<file path="src/rtl/exins_server.sv">
// -----------------------------------------------------------------------------
// exins_server
//
// Serves 32-bit instruction fetches from a byte-wide external ROM through a
// single-entry line buffer. A hit answers in the same cycle. A miss inside the
// external space fills the line one byte per ROM ack. A miss outside that
// space loads NOP_WORD without any ROM traffic.
//
// Ports
//   clk          single clock, rising edge
//   rst          synchronous, active-high reset
//   exIns_ren    fetch request, held high while the fetch unit waits
//   exIns_addr   requested byte address (bits [1:0] ignored)
//   exIns_valid  exIns_in holds the word for exIns_addr this cycle
//   exIns_in     line buffer contents (little-endian word)
//   rom_req      byte read request to the ROM
//   rom_addr     ROM byte address {word address, byte index}
//   rom_ack      ROM data valid this cycle
//   rom_data     ROM byte, sampled on rom_req & rom_ack
// -----------------------------------------------------------------------------
module exins_server #(
  parameter logic [31:0] EXT_SIZE = 32'h0000_1000,
  parameter logic [31:0] NOP_WORD = 32'h0000_0013
) (
  input  logic        clk,
  input  logic        rst,
  input  logic        exIns_ren,
  input  logic [31:0] exIns_addr,
  output logic        exIns_valid,
  output logic [31:0] exIns_in,
  output logic        rom_req,
  output logic [31:0] rom_addr,
  input  logic        rom_ack,
  input  logic [7:0]  rom_data
);

  typedef enum logic [1:0] {
    S_IDLE = 2'd0,
    S_FILL = 2'd1,
    S_DONE = 2'd2
  } state_t;

  state_t      state_q, state_d;
  logic        tag_v_q, tag_v_d;
  logic [29:0] tag_q, tag_d;
  logic [31:0] line_q, line_d;
  logic [29:0] pend_tag_q, pend_tag_d;
  logic [1:0]  byte_cnt_q, byte_cnt_d;

  logic [29:0] req_tag;
  logic        hit;
  logic        in_range;
  logic        redirect;
  logic        unused_addr_bits;

  assign req_tag          = exIns_addr[31:2];
  assign unused_addr_bits = ^exIns_addr[1:0];

  // Range test on the word-aligned address so a partial-word offset never
  // pulls the last word of the space out of range.
  assign in_range = ({req_tag, 2'b00} < EXT_SIZE);

  assign hit      = exIns_ren & tag_v_q & (tag_q == req_tag);

  // The fetch unit has moved on (dropped the request or branched); only
  // acted upon at an ack so an issued ROM read is never withdrawn.
  assign redirect = ~exIns_ren | (req_tag != pend_tag_q);

  assign exIns_valid = hit;
  assign exIns_in    = line_q;
  assign rom_req     = (state_q == S_FILL);
  // Byte index occupies the low two bits; pend_tag is a word address so the
  // concatenation can never carry into the tag.
  assign rom_addr    = {pend_tag_q, byte_cnt_q};

  always_ff @(posedge clk) begin
    if (rst) begin
      state_q    <= S_IDLE;
      tag_v_q    <= 1'b0;
      tag_q      <= '0;
      line_q     <= '0;
      pend_tag_q <= '0;
      byte_cnt_q <= '0;
    end else begin
      state_q    <= state_d;
      tag_v_q    <= tag_v_d;
      tag_q      <= tag_d;
      line_q     <= line_d;
      pend_tag_q <= pend_tag_d;
      byte_cnt_q <= byte_cnt_d;
    end
  end

  always_comb begin
    state_d    = state_q;
    tag_v_d    = tag_v_q;
    tag_d      = tag_q;
    line_d     = line_q;
    pend_tag_d = pend_tag_q;
    byte_cnt_d = byte_cnt_q;

    unique case (state_q)
      S_IDLE: begin
        if (exIns_ren && !hit) begin
          if (in_range) begin
            state_d    = S_FILL;
            pend_tag_d = req_tag;
            byte_cnt_d = 2'd0;
            tag_v_d    = 1'b0;
          end else begin
            // Out-of-range fetch: synthesize a NOP line, no ROM access.
            line_d  = NOP_WORD;
            tag_d   = req_tag;
            tag_v_d = 1'b1;
          end
        end
      end

      S_FILL: begin
        if (rom_ack) begin
          if (redirect) begin
            // Drop the byte; the line is left invalid and IDLE re-evaluates
            // the new request on the next cycle.
            state_d    = S_IDLE;
            byte_cnt_d = 2'd0;
          end else begin
            line_d[{byte_cnt_q, 3'b000} +: 8] = rom_data;
            // Two-bit counter wraps to 0 exactly when the fill completes.
            byte_cnt_d = byte_cnt_q + 2'd1;
            if (byte_cnt_q == 2'd3) begin
              tag_d   = pend_tag_q;
              tag_v_d = 1'b1;
              state_d = S_DONE;
            end
          end
        end
      end

      // One settling cycle in which the freshly filled line is presented.
      S_DONE: state_d = S_IDLE;

      default: state_d = S_IDLE;
    endcase
  end

endmodule
</file>
<file path="config.mk">
export PLATFORM = sky130hd
export DESIGN_NAME = exins_server
export DESIGN_NICKNAME = d
export VERILOG_FILES = /design/src/rtl/exins_server.sv
export SDC_FILE = /design/constraint.sdc
export NUM_CORES = 1
export LEC_CHECK = 0
export ABC_AREA = 1
export CAP_MARGIN = 30
export CORE_ASPECT_RATIO = 1.5
export CORE_MARGIN = 2
export CORE_UTILIZATION = 45
export CTS_CLUSTER_SIZE = 16
export DETAILED_ROUTE_END_ITERATION = 16
export PLACE_DENSITY_LB_ADDON = 0.3
export SLEW_MARGIN = 20
export SYNTH_ARGS = -nofsm -noshare
export SYNTH_HDL_FRONTEND = slang
export SYNTH_SLANG_ARGS = --single-unit
</file>
<file path="constraint.sdc">
create_clock -name clk -period 2.4 [get_ports clk]
set_input_delay 0.48 -clock clk [delete_from_list [all_inputs] [get_ports clk]]
set_output_delay 0.48 -clock clk [all_outputs]
set_load 0.02 [all_outputs]
</file>
## Yosys cells after proc, flatten, opt, wreduce, memory -nomap -nowiden

Index checks and enable logic that the tools add are counted.

- Output and inout port bits: 66
- Input bits: 44
- Logic and storage cells: 65
- Register bits after elaboration: 97

- Magnitude comparators: 1
- Reductions and logical operators: 10
- Bitwise logic cells: 4
- Mux-type cells: 29
- $add $sub $neg: 2
- Shifts and indexed selects: 2
- Eq/ne operators: 11

Operator list:

| cell | number |
|---|---|
| 2-to-1 mux 30 bit | 5 |
| 2-to-1 mux 32 bit | 4 |
| case mux 32 bit (2 select lines) | 1 |
| case mux 30 bit (2 select lines) | 1 |
| bitwise mux 32 bit | 1 |
| < comparator 32 x 13 -> 1 bit, second input constant | 1 |
| variable shift 8 x 7 -> 32 bit, first input constant | 1 |
| indexed part select 8 x 7 -> 32 bit | 1 |
| == test 30 bit | 1 |
| != test 30 bit | 1 |
| 2-to-1 mux 2 bit | 9 |
| AND reduction 5 bit | 2 |
| != test 2 bit, second input constant | 4 |
| case mux 2 bit (2 select lines) | 2 |
| AND reduction 4 bit | 2 |
| negator 5 -> 7 bit | 1 |
| AND reduction 6 bit | 1 |
| 2-to-1 mux 1 bit | 5 |
| != test 2 x 1 -> 1 bit, second input constant | 2 |
| != test 3 x 1 -> 1 bit, second input constant | 1 |
| AND reduction 3 bit | 1 |
| adder 2 x 1 -> 2 bit, second input constant | 1 |
| AND 1 bit | 2 |
| == test 2 x 1 -> 1 bit, second input constant | 1 |
| 8 further kinds | 8 |

## Depth between registers and ports, before layout

- Depth after elaboration: 6
- Gate-level depth with buffers: 17
- Depth with buffers taken out: 16

## Worst setup path after synthesis

Ideal clock, no wire load.

- Path type: flip-flop to flip-flop
- Start: register byte_cnt_q[0]
- End: register line_q[24], in the netlist exIns_in[24]
- Setup time: 64 ps
- Arrival: 2163 ps
- Stages on the path, launching flop included: 10
- Data required time: 2336 ps
- Setup slack: 174 ps
- Clock period less this slack: 2226 ps
- Path buffers: 2
- Cells stage by stage: dfxtp_1 clkbuf_1 inv_1 clkbuf_1 ha_1 nor3_2 nand2_1 nor3_1 o21bai_1 nor2_1

- Word-level cells in the longest chain between the ends: 6
- Elaborated cells between the ends (all ways): 7
- Classes of those cells: add/sub (1); shift (2); mux (4)

Ends and longest elaborated chain:

| element | line | source |
|---|---|---|
| start, declared | 48 | `logic [1:0] byte_cnt_q, byte_cnt_d;` |
| start signal, assigned | 90 | `byte_cnt_q <= byte_cnt_d;` |
| negator 5 -> 7 bit (*) | 127 | `line_d[{byte_cnt_q, 3'b000} +: 8] = rom_data;` |
| indexed part select 8 x 7 -> 32 bit / variable shift 8 x 7 -> 32 bit (equally long branches) | 127 |  |
| bitwise mux 32 bit (*) | 127 |  |
| 2-to-1 mux 32 bit (*) | 121 | `if (redirect) begin` |
| 2-to-1 mux 32 bit (*) | 120 | `if (rom_ack) begin` |
| case mux 32 bit (2 select lines) (*) | 102 | `unique case (state_q)` |
| end signal, assigned | 88 | `line_q <= line_d;` |
| end, declared | 46 | `logic [31:0] line_q, line_d;` |

Every way passes the cells marked *; elsewhere a longest branch is shown, timed or not. The select of a mux whose other input is x is not followed.
A chain may end at the register's enable or synchronous reset.

## Worst setup path after layout

- Start: input exIns_ren
- End: output exIns_valid

- Word-level cells in the longest chain between the ends: 2

Ends and longest elaborated chain:

| element | line | source |
|---|---|---|
| start, declared | 27 | `input logic exIns_ren,` |
| AND 1 bit (2 in series) | 63 | `assign hit = exIns_ren & tag_v_q & (tag_q == req_tag);` |
| end, declared | 29 | `output logic exIns_valid,` |

Every way passes these cells.

==> summary.md <==
| Metric | Value |
|---|---|
| Outcome | finished clean |
| Placer congestion estimate | ~0.95 |
| Average size of a mapped cell | 6.030 um2 |
| Core area | between 10,000 and 15,000 um2 |
| CTS tree | done |
| Buffer and inverter count on the worst path | 3 |
| Min-delay src | exIns_in[4] |
| Clk Latency, worst-skew pair | 0.35 ns |
| Worst VDD drop | between 0.0003 and 0.0004 V |
| Share of layout cells above drive strength 1 | between 10% and 20% |
| Hold Slack | roughly 0.45 ns |
| Setup crit end kind | primary output |
| Largest net degree at the start of global routing | 39 |
| Multi-input logic area | 2880 um2 |
| Part of the power in registers | 40.2% |
| Htree depth | 3 |
| Reg clk slew, reported paths | 0.06 ns |
| Fillers | ~1,100 |
| FMAX | 431.5 MHz |
| DIE HEIGHT | 139.2 um |
| Power share of the combinational group | 23.4% |
| Wire length per cell | 14.42 um |
| Clk_skew | 0.007810 ns |
| Hold Violations, Final | 0 |
| Min-Delay Endpoint | exIns_in[4] |
| Worst r2r src | tag_q[26] |
| Post-DP HPWL | 12,480 um |
| Internal Power | 0.003128 W |
| Initial antenna violation count | 0 |
| Period utilization | 96.56% |
| Critical Path, Cell by Cell | clkdlybuf4s50_1 > nand2_1 > a21oi_1 > nand2_1 > nor2_1 > nand2_1 > nor2_1 > nand2_2 > inv_1 > buf_4 |
| Crit path DAT | 1.84 ns |
| DIE AREA | 13,100 um2 |
| Via/cell ratio | ~5 |
| CTS Buffer Depth | 2 |
| Die width | between 90 and 100 um |
| Yosys warns | 0 |
| Synth area leader | dfxtp_1 |
| Fin crit period | 2.317 ns |
| Synth Cell Area | between 5000 and 6000 um2 |
| Lkg Pwr | 3.964 nW |
| Critical path's top delay family | buffers and inverters |
| Cell count after synthesis | 909 |
| CP max FO | 3 |
| Row count | 49 |
| Area Growth Syn to Fin | 42.73% |
| Top cell by count, worst path | nand2_1 |
| Mapped Nets | 957 |
| Number of synthesized flops with an enable pin | 0 |
| # diodes | 0 |
| Number of global-route vias before repair | 5,683 |
| DR iter-0 viols | 368 |
| IO Port Bufs | 107 |
| IO Pins | 110 |
| Nets@finish | between 1,000 and 1,500 |
| Clk network pwr share | 36.4% |
| CTS buffer count | 9 |
| Fraction of registers with async set/reset | 0% |
| Max incr delay on CP | ~0.5 ns |
| Crit path kind | in -> out |
| Most common cell in the netlist | nand2_1 |
| Final setup vio count | 0 |
| Yosys top cell area share | 35.43% |
| Initial Util | 45.85% |
| Setup crit start kind | input pin |
| Hold Path Class | reg -> reg |
| Sw Share | between 20% and 30% |
| Max-slew headroom | a little under three quarters |
| Slew Viols, Final | 0 |
| Post-synthesis sequential area ratio | a little over a third |
| Actual slew at the worst max-slew pin | 0.4297 ns |
| Min-Delay Path Depth | 2 |
| First-pass GRT wire length | 27,610 um |
| R2R depth | 14 |
| Seq cells post-synth | a little under 100 |
| Sum Neg Setup Slack | 0 ns |
| CTS root buf | clkbuf_16 |
| Post-detailed-routing wire length | roughly 18,000 um |
| Synth top cells by count | nand2_1, nor2_1, inv_1, dfxtp_1, nand3_1 |
| Flip-flop and latch area | between 1500 and 2000 um2 |
| GRT Total Usage | a little over a quarter |
| Vias after detailed routing | slightly above 6,000 |
| Power consumption | roughly 0.0044 W |
| Post-DRT Antenna Nets | 0 |
| Slowest cell on the critical path | clkdlybuf4s50_1 |
| FF-to-FF setup slack | 0.34 ns |
| CTS Sinks | 97 |
| Pwr Density | 562.0 nW/um2 |
| DR pass1 iterations | 5 |
| Max cap viols | 0 |
| FF-to-FF End | tag_q[14] |
| NetSw | ~0.0013 W |
| Required @ worst endpoint | approximately 1.9 ns |
| Largest cells by area after synthesis | dfxtp_1, nand2_1, nor2_1 |
| Remaining DRCs | 0 |
| Post-synthesis cell type count | 35 |
| Synth Flop Type | dfxtp_1 |
| Overflow after GRT | 0 |
==> layout make-up <==
| type | count | area share, % |
|---|---|---|
| clock buffers | 14 | 3.374 |
| clock inverters | 2 | 0.7676 |
| inverters | 155 | 7.468 |
| multi-input cells | 621 | 36.81 |
| flip-flops and latches | 97 | 24.82 |
| well taps | 153 | 2.447 |
| repair buffers | 196 | 24.31 |
==> metal layers <==
metal / wire length [um] / track usage (%)
met1: 6662 / 28.71
met2: 9295 / 48.65
met3: 891 / 4.457
met4: 997 / 16.32
met5: 0 / 0
==> layout by cell type (no fill, tap or decap), types with 10 or more instances in the layout <==
cell	synthesis	layout
a21oi_1	22	22
buf_4	5	80
clkbuf_16	0	11
clkdlybuf4s50_1	0	81
dfxtp_1	97	97
dlymetal6s2s_1	0	21
inv_1	141	141
nand2_1	283	275
nand3_1	36	35
nand4_1	26	26
nor2_1	156	145
nor2_2	0	10
nor3_1	10	10
o21ai_0	30	30
o21bai_1	10	10
==> per-stage QoR <==
step | area [um2] | setup WS [ns] | utilization [%] | cells
2_1_floorplan | 5482 | 0.1736 | - | 909
3_3_place_gp | 7204 | -0.6022 | 60.26 | 1211
3_5_place_dp | 7204 | -0.5981 | 60.26 | 1211
4_1_cts | 7630 | 0.003627 | 63.82 | 1233
5_1_grt | 7824 | -0.03683 | 65.44 | 1238
6_report | 7824 | 0.08258 | 65.44 | 1238
==> state kept, by name (all words and copies together) (netlist names) <==
| signal | flops |
|---|---|
| exIns_in | 32 |
| pend_tag_q | 30 |
| tag_q | 30 |
| byte_cnt_q | 2 |
| state_q | 2 |
| tag_v_q | 1 |
==> repair_timing <==
item | CTS | global route
endpoints found under the setup margin | 38 | 83
hold buffers | 0 | 0
pin swaps | 2 | 11
gates cloned | 2 | 2
endpoints found under the hold margin | 0 | 0
resized for setup | 18 | 50
setup buffers | 4 | 5
==> kinds of logic (layout without fill, tap and decap cells) <==
kind of cell	Yosys count	after routing	share of synthesized area [%]
AND/OR/NAND/NOR	530	530	40.38
buffers and inverters	191	367	13.86
flip-flops	97	97	35.43
AO/OA/AOI/OAI	74	74	7.350
XOR/XNOR	13	13	2.077
adder cells (fa/ha/maj)	4	4	0.9131
==> worst max-delay path by stage <==
| stage | startpoint | to | slack [ns] | cells after the start |
|---|---|---|---|---|
| floorplan | byte_cnt_q[0] | exIns_in[24] | 0.17 | 9 |
| global placement | exIns_addr[28] | exIns_valid | -0.60 | 9 |
| detailed placement | exIns_addr[28] | exIns_valid | -0.60 | 9 |
| CTS | exIns_addr[19] | exIns_in[24] | 0.004 | 15 |
| global route | exIns_addr[21] | tag_q[21] | -0.04 | 15 |
| finish | exIns_ren | exIns_valid | 0.08 | 10 |
==> power groups by stage <==
stage               Combinational (W)  Sequential (W)  Clock, W
finish                        0.00103         0.00177   0.00160
global route                  0.00113         0.00178   0.00168
CTS                          0.000996         0.00177   0.00162
detailed placement           0.000945         0.00180         0
global placement             0.000935         0.00180         0
floorplan                    0.000506         0.00185         0
==> worst register-to-register path: stages, from the launching register on <==
cell	delay, ns
dfxtp_1	0.33
xnor2_2	0.23
nand2_1	0.11
nor2_2	0.14
nand2_1	0.08
nor2_2	0.16
nand2_2	0.10
nand2_2	0.10
nand2_2	0.10
nand4_1	0.10
buf_6	0.16
clkbuf_16	0.19
nand2_1	0.07
nand2_1	0.06
nor2_1	0.04
(Power assumes the default switching activity.)
